`src/rtl/pixel_stream_pkg.sv`:
```
// Shared pixel-stream types: reader FSM state encoding and
// default video geometry (RGB888, 640x480 active).
package pixel_stream_pkg;

    typedef enum logic [1:0] {
        IDLE = 2'd0,
        RUN  = 2'd1,
        STOP = 2'd2
    } rd_state_t;

    localparam int PIX_WIDTH = 24;
    localparam int PIX_H_ACT = 640;
    localparam int PIX_V_ACT = 480;

endpackage

```
`src/rtl/pixel_skid_buf.sv`:
```
// Two-entry pixel buffer with sof/eol sideband.
// Ports: clk, rst (async, active high); wr_en/wr_data/wr_sof/wr_eol
// capture side; rd_en pop request (ignored when empty);
// rd_valid/rd_data/rd_sof/rd_eol head entry; count occupancy 0..2.
module pixel_skid_buf #(
    parameter int WIDTH = 24
) (
    input  logic             clk,
    input  logic             rst,
    input  logic             wr_en,
    input  logic [WIDTH-1:0] wr_data,
    input  logic             wr_sof,
    input  logic             wr_eol,
    input  logic             rd_en,
    output logic             rd_valid,
    output logic [WIDTH-1:0] rd_data,
    output logic             rd_sof,
    output logic             rd_eol,
    output logic [1:0]       count
);

    logic [WIDTH+1:0] mem [2];
    logic             wr_ptr;
    logic             rd_ptr;
    logic             do_rd;
    logic [WIDTH+1:0] head;

    assign do_rd    = rd_en && (count != 2'd0);
    assign rd_valid = (count != 2'd0);
    assign head     = mem[rd_ptr];
    assign rd_data  = head[WIDTH-1:0];
    assign rd_eol   = head[WIDTH] & rd_valid;
    assign rd_sof   = head[WIDTH+1] & rd_valid;

    // The caller never writes when full, so wr_en is not gated here.
    always_ff @(posedge clk or posedge rst) begin
        if (rst) begin
            mem[0] <= '0;
            mem[1] <= '0;
            wr_ptr <= 1'b0;
            rd_ptr <= 1'b0;
            count  <= 2'd0;
        end else begin
            if (wr_en) begin
                mem[wr_ptr] <= {wr_sof, wr_eol, wr_data};
                wr_ptr      <= ~wr_ptr;
            end
            if (do_rd) begin
                rd_ptr <= ~rd_ptr;
            end
            unique case ({wr_en, do_rd})
                2'b10:   count <= count + 2'd1;
                2'b01:   count <= count - 2'd1;
                default: count <= count;
            endcase
        end
    end

endmodule

```
`src/rtl/fifo_pixel_reader.sv`:
```
// Pops pixels from a 1-cycle-latency FIFO and streams them out with
// valid/ready plus frame tags (sof on x=y=0, eol on x=H_ACT-1).
// Ports: clk, rst (async, active high); en run enable; fifo_empty,
// fifo_dout, fifo_rd_en FIFO side; pix_data/pix_valid/pix_ready/
// pix_sof/pix_eol stream side; busy activity flag.
// Optional: define FIFO_PIXEL_READER_STALL_CNT_EN to add stall_cnt,
// a saturating 16-bit count of cycles with pix_valid=1, pix_ready=0.
module fifo_pixel_reader
    import pixel_stream_pkg::*;
#(
    parameter int WIDTH = PIX_WIDTH,
    parameter int H_ACT = PIX_H_ACT,
    parameter int V_ACT = PIX_V_ACT
) (
    input  logic             clk,
    input  logic             rst,
    input  logic             en,
    input  logic             fifo_empty,
    input  logic [WIDTH-1:0] fifo_dout,
    output logic             fifo_rd_en,
    output logic [WIDTH-1:0] pix_data,
    output logic             pix_valid,
    input  logic             pix_ready,
    output logic             pix_sof,
    output logic             pix_eol,
`ifdef FIFO_PIXEL_READER_STALL_CNT_EN
    output logic [15:0]      stall_cnt,
`endif
    output logic             busy
);

    localparam int XW = (H_ACT > 1) ? $clog2(H_ACT) : 1;
    localparam int YW = (V_ACT > 1) ? $clog2(V_ACT) : 1;
    localparam logic [XW-1:0] X_LAST = XW'(H_ACT - 1);
    localparam logic [YW-1:0] Y_LAST = YW'(V_ACT - 1);

    rd_state_t     state;
    rd_state_t     state_nxt;
    logic          in_flight;
    logic [1:0]    occ;
    logic          pop;
    logic [XW-1:0] x;
    logic [YW-1:0] y;
    logic [XW-1:0] nx;
    logic [YW-1:0] ny;
    logic          x_wrap;
    logic [XW-1:0] cx;
    logic [YW-1:0] cy;
    logic          wr_sof;
    logic          wr_eol;

    assign pop = pix_valid & pix_ready;

    // Credit the pop happening this cycle so a steady stream can
    // issue a read every cycle without ever overfilling the buffer.
    assign fifo_rd_en = (state == RUN) && !fifo_empty &&
        (({1'b0, occ} + {2'b0, in_flight}) <
         (3'd2 + {2'b0, pop}));

    assign busy = (state != IDLE) || (occ != 2'd0) || in_flight;

    always_ff @(posedge clk or posedge rst) begin
        if (rst) begin
            state     <= IDLE;
            in_flight <= 1'b0;
        end else begin
            state     <= state_nxt;
            in_flight <= fifo_rd_en;
        end
    end

    always_comb begin
        state_nxt = state;
        unique case (state)
            IDLE: if (en) state_nxt = RUN;
            RUN:  if (!en) state_nxt = STOP;
            STOP: begin
                if (en)
                    state_nxt = RUN;
                else if (occ == 2'd0 && !in_flight)
                    state_nxt = IDLE;
            end
            default: state_nxt = IDLE;
        endcase
    end

    // Output position advance with line/frame wrap.
    always_comb begin
        x_wrap = (x == X_LAST);
        nx     = x_wrap ? '0 : x + 1'b1;
        ny     = y;
        if (x_wrap)
            ny = (y == Y_LAST) ? '0 : y + 1'b1;
    end

    always_ff @(posedge clk or posedge rst) begin
        if (rst) begin
            x <= '0;
            y <= '0;
        end else if (pop) begin
            x <= nx;
            y <= ny;
        end
    end

    // A captured pixel sits behind every entry already buffered.
    // Occupancy is at most 1 on a capture, so its position is
    // either the current head position or the one after it.
    always_comb begin
        cx     = (occ != 2'd0) ? nx : x;
        cy     = (occ != 2'd0) ? ny : y;
        wr_sof = (cx == '0) && (cy == '0);
        wr_eol = (cx == X_LAST);
    end

    pixel_skid_buf #(
        .WIDTH (WIDTH)
    ) u_buf (
        .clk      (clk),
        .rst      (rst),
        .wr_en    (in_flight),
        .wr_data  (fifo_dout),
        .wr_sof   (wr_sof),
        .wr_eol   (wr_eol),
        .rd_en    (pix_ready),
        .rd_valid (pix_valid),
        .rd_data  (pix_data),
        .rd_sof   (pix_sof),
        .rd_eol   (pix_eol),
        .count    (occ)
    );

`ifdef FIFO_PIXEL_READER_STALL_CNT_EN
    always_ff @(posedge clk or posedge rst) begin
        if (rst)
            stall_cnt <= 16'd0;
        else if (pix_valid && !pix_ready && stall_cnt != 16'hFFFF)
            stall_cnt <= stall_cnt + 16'd1;
    end
`endif

endmodule

```
`config.mk`:
```
export PLATFORM = sky130hd
export DESIGN_NAME = fifo_pixel_reader
export DESIGN_NICKNAME = d
export VERILOG_FILES = /design/src/rtl/pixel_stream_pkg.sv /design/src/rtl/pixel_skid_buf.sv /design/src/rtl/fifo_pixel_reader.sv
export SDC_FILE = /design/constraint.sdc
export NUM_CORES = 1
export LEC_CHECK = 0
export ABC_CLOCK_PERIOD_IN_PS = 3000
export CORE_MARGIN = 10
export CORE_UTILIZATION = 24
export DETAILED_ROUTE_END_ITERATION = 12
export HOLD_SLACK_MARGIN = 0.1
export PLACE_DENSITY_LB_ADDON = 0.2
export SYNTH_ARGS = -nofsm -noshare
export SYNTH_HDL_FRONTEND = slang
export SYNTH_HIERARCHICAL = 1
export SYNTH_SLANG_ARGS = --single-unit
```
`constraint.sdc`:
```
create_clock -name clk -period 3 [get_ports clk]
set_input_delay 0.3 -clock clk [delete_from_list [all_inputs] [get_ports clk]]
set_output_delay 0.3 -clock clk [all_outputs]
set_load 0.1 [all_outputs]
```
== Word level (Yosys, flattened, before mapping) ==
Index checks and enable logic that the tools add are counted.
Widths: inputs -> output; s select.
Word-level totals
  word-level logic and storage cells: 71
  flip-flop bits (word level): 78
  output and inout bits: 29
  input port bits: 29
Operators by class
  equality and inequality tests: 10
  $lt $le $gt $ge: 4
  bitwise operators: 7
  multiplexer cells: 17
  reduce and logical (&&, ||, !) cells: 18
  add/sub/neg operators: 6
Operators by type and width (count)
  $mux 26: 4
  $bwmux 52: 1
  $mux 9: 3
  $demux 26 s1: 1
  $eq 10x10->1 const B: 2
  $mux 10: 2
  $add 10x1->10 const B: 1
  $logic_not 10->1: 1
  $add 9x1->9 const B: 1
  $eq 9x9->1 const B: 1
  $logic_not 9->1: 1
  $mux 2: 4
  $logic_and 1x1->1: 6
  $pmux 2 s3: 1
  $reduce_bool 2->1: 3
  $eq 2x1->1 const B: 2
  $eq 2x2->1 const B: 2
  $ge 2x2->1 const B: 2
  $logic_not 2->1: 2
  $ne 2x2->1 const B: 2
  $not 1->2: 2
  $pmux 2 s2: 1
  $add 2x1->3: 1
  $add 2x1->3 const A: 1
  other kinds (10): 15

== Depth between registers and ports, before layout ==
Gate-level depths: netlist (run 1).
  depth after elaboration: 7
  gate-level depth with buffers: 9
  gate-level depth less buffers: 8

== Hierarchy ==
The synthesis (run 1) kept the hierarchy.
Modules (own cells, without submodules)
  pixel_skid_buf: area an instance 2547.4 sq um, cells each 158, sequential area each 1401.3 sq um, times used 1
  fifo_pixel_reader: area an instance 1647.8 sq um, cells each 191, sequential area each 550.5 sq um, times used 1

== Worst setup path before layout (run 1) ==
OpenSTA, ideal clock, no wires.
  path kind: reg-to-reg
  start: register u_buf.count[0]
  end: register in_flight
  arrival time: 4888 ps
  clock period less this slack: 5335 ps
  cell stages (with the launch flop): 6
  required time: 2553 ps
  setup slack: -2335 ps
  path buffers: 0
  library setup time: 447 ps
  cells stage by stage: dfrtp_1 nor2_1 inv_1 nand2_1 o21ai_0 nor4b_1
On the way
  word-level cells in the longest chain between the ends: 5
  elaborated cells between the ends (all ways): 6
  classes of those cells: 2 x add/sub; 1 x order compare; 1 x bitwise; 2 x reduce/logical
RTL lines
  from (decl): RTL line pixel_skid_buf.sv:19  | output logic [1:0] count
  from (signal assigned): RTL line pixel_skid_buf.sv:52  | 2'b10: count <= count + 2'd1;
  from (signal assigned): RTL line pixel_skid_buf.sv:53  | 2'b01: count <= count - 2'd1;
  from (signal assigned): RTL line pixel_skid_buf.sv:54  | default: count <= count;
  $reduce_bool 2->1: RTL line pixel_skid_buf.sv:29  | assign rd_valid = (count != 2'd0);
  net pix_valid: RTL line fifo_pixel_reader.sv:22  | output logic pix_valid,
  $and 1x1->1: RTL line fifo_pixel_reader.sv:52  | assign pop = pix_valid & pix_ready;
  $add 2x1->3: RTL line fifo_pixel_reader.sv:58  | (3'd2 + {2'b0, pop}));
  $lt 3x3->1: RTL line fifo_pixel_reader.sv:57  | (({1'b0, occ} + {2'b0, in_flight}) <
  $logic_and 1x1->1: RTL line fifo_pixel_reader.sv:56  | assign fifo_rd_en = (state == RUN) && !fifo_empty &&
  net fifo_rd_en: RTL line fifo_pixel_reader.sv:20  | output logic fifo_rd_en,
  to (signal assigned): RTL line fifo_pixel_reader.sv:68  | in_flight <= fifo_rd_en;
  to (decl): RTL line fifo_pixel_reader.sv:39  | logic in_flight;
The timed path passes the listed nets, and every way through them passes these cells.
A chain may end at the register's enable or synchronous reset.

== Final worst setup path (run 1) ==
  start: register x[0]
  end: register u_buf/mem[25] (netlist bit)
On the way
  word-level cells in the longest chain between the ends: 6
  elaborated cells between the ends (all ways): 10
  classes of those cells: 1 x add/sub; 1 x eq/ne; 5 x mux; 3 x reduce/logical
RTL lines
  from (decl): RTL line fifo_pixel_reader.sv:42  | logic [XW-1:0] x;
  from (signal assigned): RTL line fifo_pixel_reader.sv:101  | x <= nx;
  $add 10x1->10 / $eq 10x10->1 (equally long branches): RTL line fifo_pixel_reader.sv:90, fifo_pixel_reader.sv:89
  $mux 10 / $mux 9 (equally long branches): RTL line fifo_pixel_reader.sv:90, fifo_pixel_reader.sv:92
  $mux 10 / $mux 9 (equally long branches): RTL line fifo_pixel_reader.sv:110, fifo_pixel_reader.sv:111
  $logic_not 10->1 / $logic_not 9->1 (equally long branches): RTL line fifo_pixel_reader.sv:112  | wr_sof = (cx == '0) && (cy == '0);
  $logic_and 1x1->1 *: RTL line fifo_pixel_reader.sv:112
  net wr_sof: RTL line fifo_pixel_reader.sv:49  | logic wr_sof;
  $bwmux 52 *: RTL line pixel_skid_buf.sv:45  | mem[wr_ptr] <= {wr_sof, wr_eol, wr_data};
  to (signal, indexed assignment): RTL line pixel_skid_buf.sv:45
  to (decl): RTL line pixel_skid_buf.sv:22  | logic [WIDTH+1:0] mem [2];
The timed path passes the listed nets; every way through them passes the cells marked *.

==> summary.md, run 1 <==
| Metric | Value |
|---|---|
| Status | `finished clean` |
| Worst path max stage delay | `0.47 ns` |
| Diodes inserted | `0` |
| RSZ-0062 raised after global routing | `false` |
| Startpoint types | `register` |
| Top post-synthesis cells by count | `78 x dfrtp_1, 59 x mux2_2, 20 x mux2_4, 20 x nand2_1` |
| Post-Route M1 WL | `4900 um` |
| Most used DFF post-synth | `dfrtp_1` |
| First-pass GRT wire length | `16600 um` |
| Slew Limit Headroom | `0.324` |
| Clock Path Buffers | `2` |
| Vias per cell | `4.54` |
| Worst-path clk slew | `0.06 ns` |
| Syn Std Cell Area | `0.00420 mm2` |
| Resize count post-CTS | `0` |
| Clock skew | `0.00902 ns` |
| Final Cycle Share | `0.876` |
| Setup_tns | `0 ns` |
| Initial antenna violation count | `0` |
| Crit path DAT | `2.91 ns` |
| Met3 WL | `530 um` |
| Gp weighted congestion | `0.847` |
| Iter 0 DRT Violations | `180` |
| Drt drc | `0` |
| Drt first pass iters | `4` |
| Fmax | `0.381 GHz` |
| Die height | `152 um` |
| Area delta synth->final | `25.0%` |
| Top cell by count, worst path | `mux2_2` |
| CTS tree | `done` |
| Chip Width | `152 um` |
| Least-Margin Pin Slew | `1.01 ns` |
| Critical Path Fanout Max | `10` |
| Core box area | `0.0172 mm2` |
| Setup violations, final | `0` |
| Total track usage | `0.0878` |
| Root Driver | `clkbuf_16` |
| Nets | `434` |
| Number of post-CTS setup repair buffers | `0` |
| Largest net degree at the start of global routing | `27` |
| Routed len/inst | `16.0 um` |
| Yosys cell types | `54` |
| Hold_buf cts | `0` |
| Register area share after synthesis | `0.465` |
| Syn_nets | `383` |
| Cell chain of the critical path | `ha_1 > nand3_1 > nor3_4 > mux2_2 > o22ai_1 > a31oi_1 > nor4_2 > mux2_2` |
| Hold Fails Final Rpt | `0` |
| Vias in the first global route | `2980` |
| CP max stage cell | `nor3_4` |
| Min-delay worst type | `in -> async` |
| I/O Buffers | `57` |
| YS warnings | `6` |
| Std cell rows | `48` |
| Total congestion overflow | `0` |
| Area leader, netlist | `dfrtp_1` |
| Maxcap violations | `0` |
| Worst Setup End Kind | `register` |
| Post-synth ARST share | `1.00` |
| CP Data Required Time | `3.29 ns` |
| Post-route ant nets | `0` |
| Die area | `0.0232 mm2` |
| H-tree depth | `3` |
| Sink Count | `78` |
| # fillers | `1737` |
| Mapped Cells | `349` |
| CP Buf/Inv Count | `0` |
| Routed met2 length | `4520 um` |
| Clk Latency, worst-skew pair | `0.34 ns` |
| DP HPWL | `6940 um` |
| Fin. max-slew vios | `0` |
| Synth top area share | `0.465` |
| Syn avg cell area | `12.0 um2` |
| Register bit total from synthesis | `78` |
| Layout cells sized above 1 | `0.356` |
| Total CTS buffers | `9` |
| Vias | `2860` |
| Cell family contributing the most delay on the critical path | `simple AND/OR/NAND/NOR gates` |
| Post-synth EDFFs | `0` |
| Dominant cells by area after synthesis | `dfrtp_1 47%, mux2_2 16%, mux2_4 7.2%` |
| Highest metal used | `met4` |
| Most frequent cell after synthesis | `dfrtp_1` |
| Starting Density | `0.243` |
| IO Pins | `58` |
| Period minus WS final | `2.63 ns` |
| Kind of critical path | `reg -> reg` |
| Total wire length | `10100 um` |
[kinds of logic after synthesis]
kind of cell	Yosys count	share of synthesized area
xor gates and xnor gates	15	0.0313
muxes	83	0.240
AOI/OAI and AO/OA	50	0.0805
adders and majority gates	5	0.0149
buffers and inverters	28	0.0453
DFF	78	0.465
and+or+nand+nor	90	0.123
[per-layer routing]
layer / global-route usage / vias up
met1: 0.116 / 1409
met2: 0.132 / 68
met4: 0.0385 / 0
li1: - / 1372
met5: 0 / -
met3: 0.0229 / 11
[registers in the layout (all words and copies together) (netlist names)]
name          count
in_flight         1
state             2
u_buf/count       2
u_buf/mem        52
u_buf/rd_ptr      1
u_buf/wr_ptr      1
x                10
y                 9
[final cells by class]
cell class              instances  area (um2)  share of cell area
clock buffers                  11         233              0.0444
clock inverters                 5         106              0.0203
inverters                       6        26.3             0.00501
multi-input cells             243        2070               0.395
flip-flops and latches         78        1950               0.372
well taps                     225         282              0.0537
repair buffers                 62         573               0.109
[through the flow]
step / hold slack, ns / cell area, um2 / utilization / instances / setup WS, ns
6_report: 0.303 / 5240 / 0.304 / 630 / 0.372
3_5_place_dp: 0.478 / 4900 / 0.284 / 614 / 0.375
2_1_floorplan: 0.289 / 4210 / - / 349 / 0.270
4_1_cts: 0.317 / 5240 / 0.304 / 630 / 0.358
5_1_grt: 0.351 / 5240 / 0.304 / 630 / 0.0431
3_3_place_gp: 0.465 / 4900 / 0.284 / 614 / 0.447
[worst paths after layout]
check	cells after the start	slack (ns)	from	to
min in group clk	1	0.49	state[1]	state[0]
max in group asynchronous	2	1.92	rst	in_flight
worst max-delay path	8	0.37	x[0]	u_buf/mem[25]
worst min-delay path	2	0.30	rst	u_buf/mem[44]
worst max register to register	8	0.37	x[0]	u_buf/mem[25]
worst min register to register	1	0.49	state[1]	state[0]
[cells in the final DEF (no fill, tap or decap), types with 4 or more instances in the layout]
master / count
a21oi_1: 10
a31oi_1: 7
and3_1: 5
buf_4: 31
clkbuf_16: 9
clkdlybuf4s50_1: 28
dfrtp_1: 78
ha_1: 5
inv_1: 4
mux2_2: 59
mux2_4: 20
nand2_1: 20
nand3_1: 10
nand4_1: 5
nor2_1: 13
nor2b_1: 4
nor3_1: 6
o21ai_0: 13
o31ai_1: 4
xnor2_1: 10
xor2_1: 5
[worst register-to-register path, stage by stage, from the launching register on]
cell and delay [ns]:
dfrtp_1 0.46, ha_1 0.29, nand3_1 0.20, nor3_4 0.47, mux2_2 0.39, o22ai_1 0.13, a31oi_1 0.12, nor4_2 0.32
mux2_2 0.20
Power of run 1 is not shown: default switching activity piles up to over one toggle a cycle in this logic, so the estimate is an artifact.
==> inputs of run 2 (changes only) <==
ABC_AREA = 1   (was not set)
CORE_UTILIZATION = 55   (was 24)
GPL_TIMING_DRIVEN = 0   (was not set)
==> run 2 against run 1 <==
  * Clock-buffer cell count decreased by 1
  * Core utilization increased by 38 points
  * Routed wire length increased by 8.2%
  * Highest routed layer unchanged
  * Largest cell class is now sequential cells
  * Sequential share of layout area decreased by 0.19 points
  * Maximum frequency decreased by 11%
==> summary.md, run 2 <==
| Metric | Value |
|---|---|
| Starting Density | `0.561 (+0.318)` |
| DP HPWL | `7870 um (+13%)` |
| Cells on worst reg2reg path | `15 (+7)` |
| Nets | `681 (+57%)` |
| Crit path DAT | `2.65 ns (-0.26 ns)` |
| Initial antenna violation count | `0 (unchanged)` |
| Drt drc | `0 (unchanged)` |
| Post-route ant nets | `0 (unchanged)` |
| Origin of the critical flop-to-flop path | `y[0]` |
| Largest regs | `u_buf/mem x52, x x10, y x9` |
| Most frequent cell after synthesis | `nand2_1` |
| Register bit total from synthesis | `78 (unchanged)` |
| Routed len/inst | `14.4 um (-9.5%)` |
| Iter 0 DRT Violations | `211 (+17%)` |
| Startpoint types | `register` |
| Setup_tns | `0 ns (unchanged)` |
| Clock skew | `0.00730 ns (-0.00172 ns)` |
| Vias per cell | `5.27 (+16%)` |
| CP Data Required Time | `2.70 ns (-0.59 ns)` |
| # fillers | `668 (-62%)` |
| Vias | `3967 (+39%)` |
| Top cell by count, worst path | `nand2_1` |
| Max FFs per register | `52 (unchanged)` |
| Total CTS buffers | `9 (unchanged)` |
| Mapped Cells | `578 (+66%)` |
| Drt first pass iters | `5 (+1)` |
| Largest net degree at the start of global routing | `39 (+44%)` |
| Clk Latency, worst-skew pair | `0.35 ns (about the same)` |
| Setup violations, final | `0 (unchanged)` |
| Area delta synth->final | `22.2%` |
| H-tree depth | `3 (unchanged)` |
| Critical Path Fanout Max | `10 (unchanged)` |
| RSZ-0062 raised after global routing | `false` |
| Post-synth ARST share | `1.00 (unchanged)` |
| CP max stage cell | `clkdlybuf4s50_1` |
| Kind of critical path | `reg -> out` |
| Gp weighted congestion | `0.928 (+9.6%)` |
| Top post-synthesis cells by count | `225 x nand2_1, 78 x dfrtp_1, 65 x inv_1` |
| Core box area | `0.00769 mm2 (-55%)` |
| Diodes inserted | `0 (unchanged)` |
| Total wire length | `10900 um (+8.2%)` |
| Largest Register | `u_buf/mem` |
| Least-Margin Pin Slew | `0.987 ns (-0.0271 ns)` |
| I/O Buffers | `57 (unchanged)` |
| Area leader, netlist | `dfrtp_1` |
| Slew Limit Headroom | `0.340 (+0.0160)` |
| Most frequent cells in the layout | `225 x nand2_1, 78 x dfrtp_1, 64 x inv_1` |
| Worst path max stage delay | `1.13 ns (+0.66 ns)` |
| Register area share after synthesis | `0.453 (-0.0127)` |
| Root Driver | `clkbuf_8` |
| Post-synth EDFFs | `0 (unchanged)` |
| IO Pins | `58 (unchanged)` |
| Fmax | `0.339 GHz (-11%)` |
| Total congestion overflow | `0 (unchanged)` |
| Worst Setup End Kind | `primary output` |
| Most used DFF post-synth | `dfrtp_1` |
| Layout cells sized above 1 | `0.108 (-0.248)` |
| Vias in the first global route | `3799 (+27%)` |
| R2r setup slk | `0.83 ns (+0.46 ns)` |
| Chip Width | `109 um (-29%)` |
| Clock Path Buffers | `2 (unchanged)` |
| Min-delay worst type | `in -> async` |
| CTS tree | `done` |
| First-pass GRT wire length | `18300 um (+10%)` |
| Multi-input gate area | `0.00193 mm2 (-6.6%)` |
| Sink Count | `78 (unchanged)` |
| Sequential cell area | `0.00195 mm2 (unchanged)` |
| Total track usage | `0.191 (+0.104)` |
| Period minus WS final | `2.95 ns (+0.324 ns)` |
| Syn avg cell area | `7.46 um2 (-38%)` |
| Fin. max-slew vios | `0 (unchanged)` |
| Hold Fails Final Rpt | `0 (unchanged)` |
| Syn Std Cell Area | `0.00431 mm2 (+2.8%)` |
| Dominant cells by area after synthesis | `dfrtp_1 45%, nand2_1 20%, o21ai_0 6.2%` |
| Die area | `0.0118 mm2 (-49%)` |
| Cell chain of the critical path | `buf_4 > clkbuf_1 > nand2_1 > nand2_1 > clkdlybuf4s50_1` |
| Yosys cell types | `28 (-48%)` |
| Syn_nets | `612 (+60%)` |
| Worst-path clk slew | `0.08 ns (+0.02 ns)` |
| Most common cell after layout, fill and taps aside | `nand2_1` |
| Synth top area share | `0.453 (-0.0127)` |
| Std cell rows | `32 (-33%)` |
| R2r endpoint | `u_buf/mem[25]` |
| Maxcap violations | `0 (unchanged)` |
| Status | `finished clean` |
| Die height | `109 um (-29%)` |
| YS warnings | `6 (unchanged)` |
| Final Cycle Share | `0.984 (+0.108)` |
==> run 2: changes by cell type in the layout (fill, tap and decap cells not counted), moves of 10 or more <==
cell and change:
nand2_1 +205, inv_1 +60, mux2_2 -59, o21ai_0 +40, buf_4 -30, o21ai_2 +26, clkdlybuf4s50_1 +22, mux2_4 -20
nand3_1 +16, nor2_1 +13, clkbuf_8 +10
==> run 2: layout make-up <==
cell class	count	share of cell area
sequential	78	0.370
multi-input combinational	405	0.367
timing repair buffer	58	0.115
inverter	71	0.0506
buffer	24	0.0304
clock buffer	10	0.0261
tap	102	0.0242
clock inverter	5	0.0159
==> run 2: worst max-delay path, delay by kind of cell, from the launching register on <==
family | cells | cell delay [ns]
flops | 1 | 0.33
buf+inv | 3 | 1.75
simple gates | 2 | 0.23
==> run 2: cells by family (layout without fill, tap and decap cells) <==
logic type,after synthesis,after routing,synth area share
DFF,78,78,0.453
buffers and inverters,95,168,0.0989
xor gates and xnor gates,4,4,0.00812
adders and majority gates,5,5,0.0145
and+or+nand+nor,307,307,0.299
AOI/OAI and AO/OA,89,89,0.127
==> run 2: stage by stage <==
| stage | utilization | cell area [um2] | worst slack, ns | hold WS (ns) | std cells |
|---|---|---|---|---|---|
| floorplan | - | 4310 | 0.516 | 0.289 | 578 |
| global placement | 0.652 | 5010 | 0.348 | 0.464 | 737 |
| detailed placement | 0.654 | 5030 | 0.309 | 0.469 | 738 |
| CTS | 0.683 | 5250 | 0.00104 | 0.326 | 753 |
| global route | 0.686 | 5270 | 0.00206 | 0.341 | 753 |
| finish | 0.686 | 5270 | 0.0483 | 0.311 | 753 |
==> run 2: worst max-delay path by stage <==
| stage | start | endpoint | slack [ns] | cells past startpoint |
|---|---|---|---|---|
| 3_3_place_gp | rst | u_buf/mem[13] | 0.35 | 2 |
| 5_1_grt | u_buf/rd_ptr | pix_data[19] | 0.002 | 6 |
| 4_1_cts | in_flight | fifo_rd_en | 0.001 | 6 |
| 2_1_floorplan | u_buf/count[0] | fifo_rd_en | 0.52 | 6 |
| 3_5_place_dp | pix_ready | fifo_rd_en | 0.31 | 6 |
| 6_report | u_buf/rd_ptr | pix_data[0] | 0.05 | 5 |
==> run 2: layer usage <==
layer,GRT usage,wire [um]
met1,0.265,4980
met2,0.299,5050
met3,0.0339,708
met4,0.0574,140
met5,0,0
==> run 2: what timing repair did <==
action | in CTS | in global routing
setup buffers | 0 | 0
gates resized for setup | 0 | 7
hold buffers | 0 | 0
setup endpoints to repair | 0 | 7
Power of run 2 is left out for the same reason.
==> inputs of run 3 (changes only) <==
SKIP_LAST_GASP = 1   (was not set)
==> results of run 3 <==
The final DEF is identical to that of run 2; final timing and power are the same.
Power of run 3 is left out for the same reason.
